<file path="src/rtl/micro1_io_buffer.sv">
// micro1_io_buffer
//   Byte-wide I/O buffer between the MICRO-1 datapath and a host link.
//   Input FIFO:  host pushes (valid/ready), datapath pops via if_rd_en.
//   Output FIFO: datapath pushes via of_wr_en, host pops (valid/ready).
//   Both FIFOs are first-word-fall-through: the head byte is a combinational
//   read at the read pointer, forced to 8'h00 while the FIFO is empty.
//
// Ports
//   clk, rst                       single clock, synchronous active-high reset
//   host_in_data/valid/ready       host -> input FIFO handshake
//   if_dout, if_rd_en              input FIFO head and datapath pop strobe
//   if_empty, if_count             input FIFO status
//   of_din, of_wr_en, of_full      datapath -> output FIFO write side
//   host_out_data/valid/ready      output FIFO -> host handshake
//   if_underflow, of_overflow      sticky error flags, cleared only by rst
module micro1_io_buffer #(
  parameter int DEPTH_LOG2 = 4
) (
  input  logic                  clk,
  input  logic                  rst,
  input  logic [7:0]            host_in_data,
  input  logic                  host_in_valid,
  output logic                  host_in_ready,
  output logic [7:0]            if_dout,
  input  logic                  if_rd_en,
  output logic                  if_empty,
  output logic [DEPTH_LOG2:0]   if_count,
  input  logic [7:0]            of_din,
  input  logic                  of_wr_en,
  output logic                  of_full,
  output logic [7:0]            host_out_data,
  output logic                  host_out_valid,
  input  logic                  host_out_ready,
  output logic                  if_underflow,
  output logic                  of_overflow
);

  localparam int                    DEPTH    = 1 << DEPTH_LOG2;
  localparam logic [DEPTH_LOG2:0]   CNT_FULL = (DEPTH_LOG2+1)'(DEPTH);
  localparam logic [DEPTH_LOG2:0]   CNT_ONE  = (DEPTH_LOG2+1)'(1);
  localparam logic [DEPTH_LOG2-1:0] PTR_ONE  = DEPTH_LOG2'(1);

  // Storage is deliberately not reset; only pointers, counts and flags are.
  logic [7:0] if_mem [DEPTH];
  logic [7:0] of_mem [DEPTH];

  logic [DEPTH_LOG2-1:0] if_wp_q, if_wp_d, if_rp_q, if_rp_d;
  logic [DEPTH_LOG2-1:0] of_wp_q, of_wp_d, of_rp_q, of_rp_d;
  logic [DEPTH_LOG2:0]   if_cnt_q, if_cnt_d, of_cnt_q, of_cnt_d;
  logic                  if_uf_q, if_uf_d, of_ov_q, of_ov_d;

  logic if_full_w, of_empty_w;
  logic if_push, if_pop, of_push, of_pop;

  // Full/empty come from the registered counts only, so a pop never frees
  // space for a push in the same cycle.
  assign if_empty   = (if_cnt_q == '0);
  assign if_full_w  = (if_cnt_q == CNT_FULL);
  assign of_empty_w = (of_cnt_q == '0);
  assign of_full    = (of_cnt_q == CNT_FULL);

  assign host_in_ready  = !if_full_w;
  assign host_out_valid = !of_empty_w;
  assign if_count       = if_cnt_q;

  assign if_push = host_in_valid && !if_full_w;
  assign if_pop  = if_rd_en && !if_empty;
  assign of_push = of_wr_en && !of_full;
  assign of_pop  = host_out_ready && !of_empty_w;

  assign if_dout       = if_empty   ? 8'h00 : if_mem[if_rp_q];
  assign host_out_data = of_empty_w ? 8'h00 : of_mem[of_rp_q];

  assign if_underflow = if_uf_q;
  assign of_overflow  = of_ov_q;

  always_comb begin
    if_wp_d  = if_wp_q;
    if_rp_d  = if_rp_q;
    if_cnt_d = if_cnt_q;
    of_wp_d  = of_wp_q;
    of_rp_d  = of_rp_q;
    of_cnt_d = of_cnt_q;

    if (if_push) if_wp_d = if_wp_q + PTR_ONE;
    if (if_pop)  if_rp_d = if_rp_q + PTR_ONE;
    case ({if_push, if_pop})
      2'b10:   if_cnt_d = if_cnt_q + CNT_ONE;
      2'b01:   if_cnt_d = if_cnt_q - CNT_ONE;
      default: if_cnt_d = if_cnt_q;
    endcase

    if (of_push) of_wp_d = of_wp_q + PTR_ONE;
    if (of_pop)  of_rp_d = of_rp_q + PTR_ONE;
    case ({of_push, of_pop})
      2'b10:   of_cnt_d = of_cnt_q + CNT_ONE;
      2'b01:   of_cnt_d = of_cnt_q - CNT_ONE;
      default: of_cnt_d = of_cnt_q;
    endcase

    // An underflow still lets a same-cycle push through; an overflow is
    // judged on the registered full even if the host pops this cycle.
    if_uf_d = if_uf_q | (if_rd_en & if_empty);
    of_ov_d = of_ov_q | (of_wr_en & of_full);
  end

  always_ff @(posedge clk) begin
    if (rst) begin
      if_wp_q  <= '0;
      if_rp_q  <= '0;
      if_cnt_q <= '0;
      of_wp_q  <= '0;
      of_rp_q  <= '0;
      of_cnt_q <= '0;
      if_uf_q  <= 1'b0;
      of_ov_q  <= 1'b0;
    end else begin
      if_wp_q  <= if_wp_d;
      if_rp_q  <= if_rp_d;
      if_cnt_q <= if_cnt_d;
      of_wp_q  <= of_wp_d;
      of_rp_q  <= of_rp_d;
      of_cnt_q <= of_cnt_d;
      if_uf_q  <= if_uf_d;
      of_ov_q  <= of_ov_d;
    end
  end

  // Writes are suppressed during reset so a handshake in the reset cycle
  // leaves no trace at all.
  always_ff @(posedge clk) begin
    if (!rst && if_push) if_mem[if_wp_q] <= host_in_data;
    if (!rst && of_push) of_mem[of_wp_q] <= of_din;
  end

endmodule

</file>
<file path="config.mk">
export PLATFORM = sky130hd
export DESIGN_NAME = micro1_io_buffer
export DESIGN_NICKNAME = d
export VERILOG_FILES = /design/src/rtl/micro1_io_buffer.sv
export SDC_FILE = /design/constraint.sdc
export NUM_CORES = 1
export LEC_CHECK = 0
export ABC_AREA = 1
export CORE_ASPECT_RATIO = 1.1
export CORE_MARGIN = 2
export CORE_UTILIZATION = 49
export CTS_CLUSTER_DIAMETER = 50
export CTS_CLUSTER_SIZE = 12
export DETAILED_ROUTE_END_ITERATION = 8
export GPL_TIMING_DRIVEN = 0
export PLACE_DENSITY = 0.67
export SLEW_MARGIN = 30
export SYNTH_ARGS = -nofsm -noshare
export SYNTH_HDL_FRONTEND = slang
export SYNTH_SLANG_ARGS = --single-unit
</file>
<file path="constraint.sdc">
create_clock -name clk -period 2.24 [get_ports clk]
set_input_delay 0.224 -clock clk [delete_from_list [all_inputs] [get_ports clk]]
set_output_delay 0.224 -clock clk [all_outputs]
set_load 0.01 [all_outputs]
</file>
# == Word-level counts from Yosys, hierarchy flattened ==
# Memory sizes are Yosys's and may differ from the RTL's. A register that Yosys moved wholly into a read port is not among the register bits.
# Index checks and enable logic that the tools add are counted.
# totals
ff_bits,28
mem_bits_rw,256
inputBits,22
output_inout_bits,27
wordCells,55
n_memories,2
# classes
n_addsub,8
eq_ne,6
n_mux,12
n_bitwise,4
n_reduce_logical,15
# memory_table
memory,depth,width,read_ports,rd_clocked_by_memory_dff,write_ports,line_no,text
if_mem,16,8,1,1,1,44,logic [7:0] if_mem [DEPTH];
of_mem,16,8,1,1,1,45,logic [7:0] of_mem [DEPTH];
# ops
cell,count
5-bit one-hot mux with 2 select lines,2
4-bit by 1-bit adder with 4-bit output (second input constant),4
4-bit two-way mux,4
8-bit two-way mux,2
5-bit by 1-bit adder with 5-bit output (second input constant),2
5-bit == test (second input constant),2
5-bit logical NOT,2
5-bit by 1-bit subtractor with 5-bit output (second input constant),2
1-bit logical AND,6
1-bit logical NOT,5
2-bit by 1-bit == test with 1-bit output (second input constant),2
2-bit == test (second input constant),2
1-bit two-way mux,4
2-bit nonzero test,2
1-bit bitwise AND,2
1-bit OR,2

# == Longest topological paths before layout ==
# Gate-level depths: netlist of the first run.
# logic_depth
word_depth,6
depth_mapped,16

# == Least setup slack after synthesis of the first run ==
# Ideal clock, no wire load.
# synth_path
path_kind,reg2reg
start,"register if_cnt_q[0], in the netlist if_count[0]"
end,"register if_cnt_q[4], in the netlist if_count[4]"
setup_time_ps,71
arrival_ps,2107
required_ps,2169
path_slack_ps,62
path_stages_with_launch,13
path_buffers,0
cell_sequence,dfxtp_1 nor4_2 nand2_1 nand2_1 inv_2 ha_1 ha_1 nand2_1 nor2_1 a211oi_1 xor2_1 nand2_1 a21oi_1
# synth_via
elab_chain_cells,5
word_cells_on_any_way,12
# synth_lines
item,line_no,text
start: declaration,49,"logic [DEPTH_LOG2:0] if_cnt_q, if_cnt_d, of_cnt_q, of_cnt_d;"
start signal: assignment,120,if_cnt_q <= if_cnt_d;
5-bit logical NOT (*),57,assign if_empty = (if_cnt_q == '0);
1-bit logical NOT (*),67,assign if_pop = if_rd_en && !if_empty;
1-bit logical AND (*),67,
via if_pop,53,"logic if_push, if_pop, of_push, of_pop;"
2-bit by 1-bit == test with 1-bit output or 2-bit == test (tied branches),87,"case ({if_push, if_pop})"
5-bit one-hot mux with 2 select lines or 2-bit nonzero test (tied branches),-,
# The timed path passes the listed nets; every way through them passes the cells marked *.
# A chain may end at the register's enable or synchronous reset.

==> results of run 1 <==
layer usage:
metal,global-route usage,vias up
met5,0,-
met4,0.0943,0
met3,0.0383,72
met2,0.387,403
met1,0.316,4050
li1,-,3770
path summary, 6_finish.rpt:
kind / from / endpoint / slack [ps] / cells after the start
min reg2reg: of_overflow$_SDFF_PP0_ / of_overflow$_SDFF_PP0_ / 470 / 2
max: register / if_dout[1] / -130 / 8
min: rst / if_count[3]$_SDFFE_PP0P_ / 210 / 4
max reg2reg: if_count[3]$_SDFFE_PP0P_ / if_count[3]$_SDFFE_PP0P_ / 70 / 12
flip-flops by register name, indices dropped and copies added, names as in the netlist, named ones only:
signal and cells:
if_mem 128, of_mem 128, if_count 5, of_cnt_q 5, if_rp_q 4, if_wp_q 4
of_rp_q 4, of_wp_q 4, if_underflow 1, of_overflow 1
worst max-delay path: cells and delay by family, from the launching register on:
kind	cells	cell delay (ps)
flip-flops	1	350
buffers and inverters	4	560
AO/OA/AOI/OAI	4	680
power groups by stage:
stage	combinational [mW]	clock (mW)	sequential, mW
after CTS	5.34	4.49	6.41
after floorplan	2.64	0	6.44
after global routing	6.40	4.71	6.45
after global placement	4.33	0	6.48
after detailed placement	4.40	0	6.48
final	5.96	4.47	6.42
cell usage in the layout (no fill, tap or decap), types with 15 or more instances in the layout:
master,Yosys,final
edfxtp_1,256,256
nor2_1,214,192
o21ai_0,146,92
o21ai_1,14,50
clkbuf_16,0,35
inv_1,34,32
clkdlybuf4s50_1,0,30
nand3_1,36,28
nand2_1,33,28
dfxtp_1,36,28
a21oi_1,34,23
o221ai_1,38,20
nor2_2,2,19
buf_2,21,19
buf_4,5,18
o221ai_2,0,18
o21ai_2,0,15
o22ai_2,0,15
cell usage after synthesis:
master,n,area share
nand4_1,2,0.0011
nor3_1,5,0.0021
fa_1,1,0.0017
ha_1,16,0.017
a21oi_1,34,0.014
buf_1,1,0.00032
nand2_1,33,0.010
nor2_4,1,0.00095
buf_4,5,0.0032
nor2_2,2,0.0011
inv_1,34,0.011
clkinv_2,1,0.00042
o221ai_1,38,0.028
o21ai_1,14,0.0059
clkbuf_1,21,0.0066
nor2_1,214,0.068
dfxtp_1,36,0.061
nand2_2,3,0.0016
inv_4,2,0.0011
a211oi_1,2,0.0013
o21ai_0,146,0.062
edfxtp_1,256,0.65
o22ai_1,26,0.014
xor2_1,4,0.0030
clkinv_1,1,0.00032
inv_2,5,0.0016
nand3_2,2,0.0017
nor4_2,1,0.0011
xnor2_1,6,0.0044
buf_2,21,0.0089
nand2_4,3,0.0028
clkbuf_2,3,0.0013
nand3_1,36,0.015
final cells by class:
cell class / instances / area (um2) / share of cell area
flip-flops and latches: 292 / 8430 / 0.569
multi-input cells: 589 / 3620 / 0.245
clock buffers: 39 / 806 / 0.0545
repair buffers: 74 / 782 / 0.0528
plain buffers: 49 / 517 / 0.0349
well taps: 305 / 382 / 0.0258
inverters: 43 / 220 / 0.0149
clock inverters: 6 / 42.5 / 0.00288
logic make-up after synthesis:
logic type,after synthesis,synth area share
AOI/OAI and AO/OA,260,0.125
xor gates and xnor gates,10,0.00739
adders and majority gates,17,0.0186
buffers and inverters,94,0.0344
DFF,292,0.709
and+or+nand+nor,302,0.106
repair_timing:
action / in CTS / in global routing
endpoints found under the hold margin: 0 / 0
buffers inserted: 10 / 8
resized for setup: 251 / 127
endpoints found under the setup margin: 19 / 69
cloned: 7 / 2
pin swaps: 52 / 63
==> run summary, run 1 <==
status = complete, but fails checks
failing checks = setup timing
switching share of total power = 0.336
routed wl met2 = 15,000 um
DR top layer = met4
#FFs+latches synth = 292
standard-cell rows = 59
Net Sw Power = 5.67 mW
Final #Nets = 1,118
Worst-Margin Slew = 905 ps
max-slew violations = 0
Placeable Area = 23,700 um2
final HPWL from detailed placement = 19,000 um
total wire length = 30,700 um
relative slew slack = 0.394
CP Launch Type = register
CP max-delay cell = dfxtp_4
fin cells = 1,397
critical path arrival = 2150 ps
die height = 167 um
P_leak = 5.06 nW
syn avg cell area = 12.2 um2
fillers = 1,770
# IOs = 49
RSZ-0062 raised after global routing = yes
fmax = 0.421 GHz
synthesized net count = 1,014
Routed WL per cell = 22.0 um
Num Clock Sinks = 292
Combinational Power Share = 0.354
Clk Latency, worst-skew pair = 560 ps
CP Cell Sequence = buf_8 > buf_6 > clkbuf_8 > o21ai_0 > o22ai_1 > o21ai_1 > a21oi_1 > buf_2
type of the worst setup path = reg2out
Final WS setup = -134 ps
crit-path max cell delay = 350 ps
Setup Skew = 23.0 ps
final period utilization = 1.06
yosys warns = 0
utilization of the core after routing = 0.624
diodes inserted = 0
hold_ws = 213 ps
global route overflow = 0
Final setup violation count = 15
Hold Buf Count CTS = 0
Syn-to-layout area delta = 24.8%
Hold Fails Final Rpt = 0
layout cells sized above 1 = 0.241
Req. time, crit path = 2020 ps
fin area = 14,800 um2
clk buf depth = 3
clock transition at the registers of the reported paths = 60 ps
post-synthesis sequential area ratio = 0.709
IO buf count = 47
Die W = 152 um
initial antenna violation count = 0
met3 wire len = 2490 um
Post-Syn Area = 11,900 um2
Final ANT Viol Nets = 0
Num CTS Buffers = 30
Worst VDD drop = 684 uV
Post-Syn Instances = 975
All-Layer GR Usage = 0.235
MaxCap Viol Count = 0
Clock Power Share = 0.265
iteration count of the initial detailed-routing pass = 5
Yosys cell types = 33
pwr dens = 1140 nW/um2
Via density = 5.94
largest net degree at the start of global routing = 17
CP endpoint kind = primary output
Starting Density = 0.500
Final Wtd Congestion = 0.878
clock root buffer = clkbuf_16
worst hold path class = in2reg
CP max FO = 5
M1 WL = 12,200 um
vias in the first global route = 8,250
Post-Route Setup TNS = -1330 ps
Sequential Power Share = 0.381
Int Pwr = 11.2 mW
CTS tree = done
Initial DRC Count = 913
dpl cell area = 12,700 um2
total power draw = 16.9 mW
H-tree levels = 1
placed cell count = 1,328
Place WS = -347 ps
vias = 8,295
die area = 25,500 um2
min Tclk post-route = 2370 ps
DRC Markers = 0
first-pass GRT wire length = 46,400 um
(Power assumes the default switching activity.)
==> run 2, diff against run 1 <==
- CTS_BUF_LIST: not set -> sky130_fd_sc_hd__clkbuf_8 sky130_fd_sc_hd__clkbuf_16
==> run 2 against run 1 <==
The run still ends with setup timing left. Non-clock buffer count is the same. Maximum frequency fell by 0.31%. First-iteration DRC count is 3.1% lower. Register-to-register slack about the same.
==> run summary, run 2 (same netlist as run 1, synthesis figures left out) <==
status = complete, but fails checks
failing checks = setup timing
CP max-delay cell = dfxtp_4
worst hold path class = in2reg
die height = 167 um
fmax = 0.420 GHz
global route overflow = 0
Clk Latency, worst-skew pair = 560 ps
Hold Startpoint = rst
WHS Path Cells = 4
CTS tree = done
# IOs = 49
Sequential Power Share = 0.382
worst r2r src = if_count[3]$_SDFFE_PP0P_
routed wl met2 = 15,000 um
Final #Nets = 1,118
largest registers = if_mem x128, of_mem x128
met3 wire len = 2560 um
placed cell count = 1,328
clock transition at the registers of the reported paths = 60 ps
DRC Markers = 0
largest net degree at the start of global routing = 17
crit-path max cell delay = 350 ps
Int Pwr = 11.1 mW
vias = 8,291
Syn-to-layout area delta = 24.8%
P_leak = 5.10 nW
M1 WL = 12,200 um
die area = 25,500 um2
commonest non-fill, non-tap cells in the layout = edfxtp_1, nor2_1, o21ai_0
max-slew violations = 0
fin area = 14,800 um2
final period utilization = 1.06
Worst VDD drop = 684 uV
MaxCap Viol Count = 0
H-tree levels = 1
Worst R2R Path Depth = 12
vias in the first global route = 8,250
Combinational Power Share = 0.354
pwr dens = 1140 nW/um2
CP Launch Type = register
Num CTS Buffers = 30
reg2reg end = if_count[3]$_SDFFE_PP0P_
DR top layer = met4
critical path arrival = 2160 ps
Clock Power Share = 0.264
fin cells = 1,397
first-pass GRT wire length = 46,400 um
Placeable Area = 23,700 um2
CP Cell Sequence = buf_8 > buf_6 > clkbuf_8 > o21ai_0 > o22ai_1 > o21ai_1 > a21oi_1 > buf_2
initial antenna violation count = 0
Place WS = -347 ps
Routed WL per cell = 22.0 um
Final Wtd Congestion = 0.878
clk buf depth = 3
hold endpoint = if_count[3]$_SDFFE_PP0P_
Worst-Margin Slew = 904 ps
Final WS setup = -141 ps
type of the worst setup path = reg2out
clock root buffer = clkbuf_16
Starting Density = 0.500
Setup Skew = 22.3 ps
Hold Buf Count CTS = 0
diodes inserted = 0
layout cells sized above 1 = 0.241
dpl cell area = 12,700 um2
Die W = 152 um
Hold Fails Final Rpt = 0
Initial DRC Count = 885
total power draw = 16.8 mW
Num Clock Sinks = 292
IO buf count = 47
total wire length = 30,700 um
final HPWL from detailed placement = 19,000 um
relative slew slack = 0.395
R2R setup slack = 70 ps
RSZ-0062 raised after global routing = yes
Net Sw Power = 5.67 mW
standard-cell rows = 59
min Tclk post-route = 2380 ps
CP max FO = 5
CP endpoint kind = primary output
All-Layer GR Usage = 0.235
Final ANT Viol Nets = 0
iteration count of the initial detailed-routing pass = 5
Via density = 5.93
Req. time, crit path = 2020 ps
Final setup violation count = 15
switching share of total power = 0.337
commonest non-fill, non-tap cell in the layout = edfxtp_1
[run 2: power groups by stage]
| stage | Combinational, mW | Clock, mW | Sequential, mW |
|---|---|---|---|
| finish | 5.96 | 4.44 | 6.42 |
| detailed placement | 4.40 | 0 | 6.48 |
| global placement | 4.33 | 0 | 6.48 |
| global route | 6.40 | 4.67 | 6.45 |
| floorplan | 2.64 | 0 | 6.44 |
| CTS | 5.34 | 4.45 | 6.41 |
[run 2: critical path: cells and delay by family, from the launching register on]
kind	cells	cell delay, ps
buf+inv	4	560
compound gates	4	680
flops	1	350
[run 2: cell type report]
cell class / count / area (um2)
clock buffer: 31 / 776
inverter: 43 / 220
clock inverter: 14 / 72.6
fill: 1770 / 8900
buffer: 49 / 517
sequential: 292 / 8430
multi-input combinational: 589 / 3620
tap: 305 / 382
timing repair buffer: 74 / 782
[run 2: timing repair]
action	4_1_cts	5_1_grt
pin swaps	52	63
setup endpoints to repair	19	68
gates resized for setup	251	127
cloned	7	2
setup buffers	10	8
[run 2: how the worst max path moves through the flow]
stage	from	to	slack, ps	cells after the start
2_1_floorplan	if_count[0]$_SDFFE_PP0P_	if_count[4]$_SDFFE_PP0P_	60	12
3_3_place_gp	of_wr_en	of_mem[7][5]$_DFFE_PP_	-500	5
3_5_place_dp	register	if_dout[5]	-350	9
4_1_cts	register	host_out_data[2]	-130	8
5_1_grt	register	if_dout[3]	-200	11
6_report	register	if_dout[1]	-140	8
[run 2: stage by stage]
step / TNS (ps) / hold WS (ps) / util
6_report: -1330 / 213 / 0.624
2_1_floorplan: 0 / 323 / -
5_1_grt: -2460 / 247 / 0.624
4_1_cts: -1510 / 228 / 0.606
3_3_place_gp: -23220 / 456 / 0.536
3_5_place_dp: -18060 / 467 / 0.538
[run 2: metal layers]
layer | GRT usage | vias to the layer above
li1 | - | 3765
met1 | 0.316 | 4030
met2 | 0.387 | 429
met3 | 0.0383 | 67
met4 | 0.0943 | 0
met5 | 0 | -
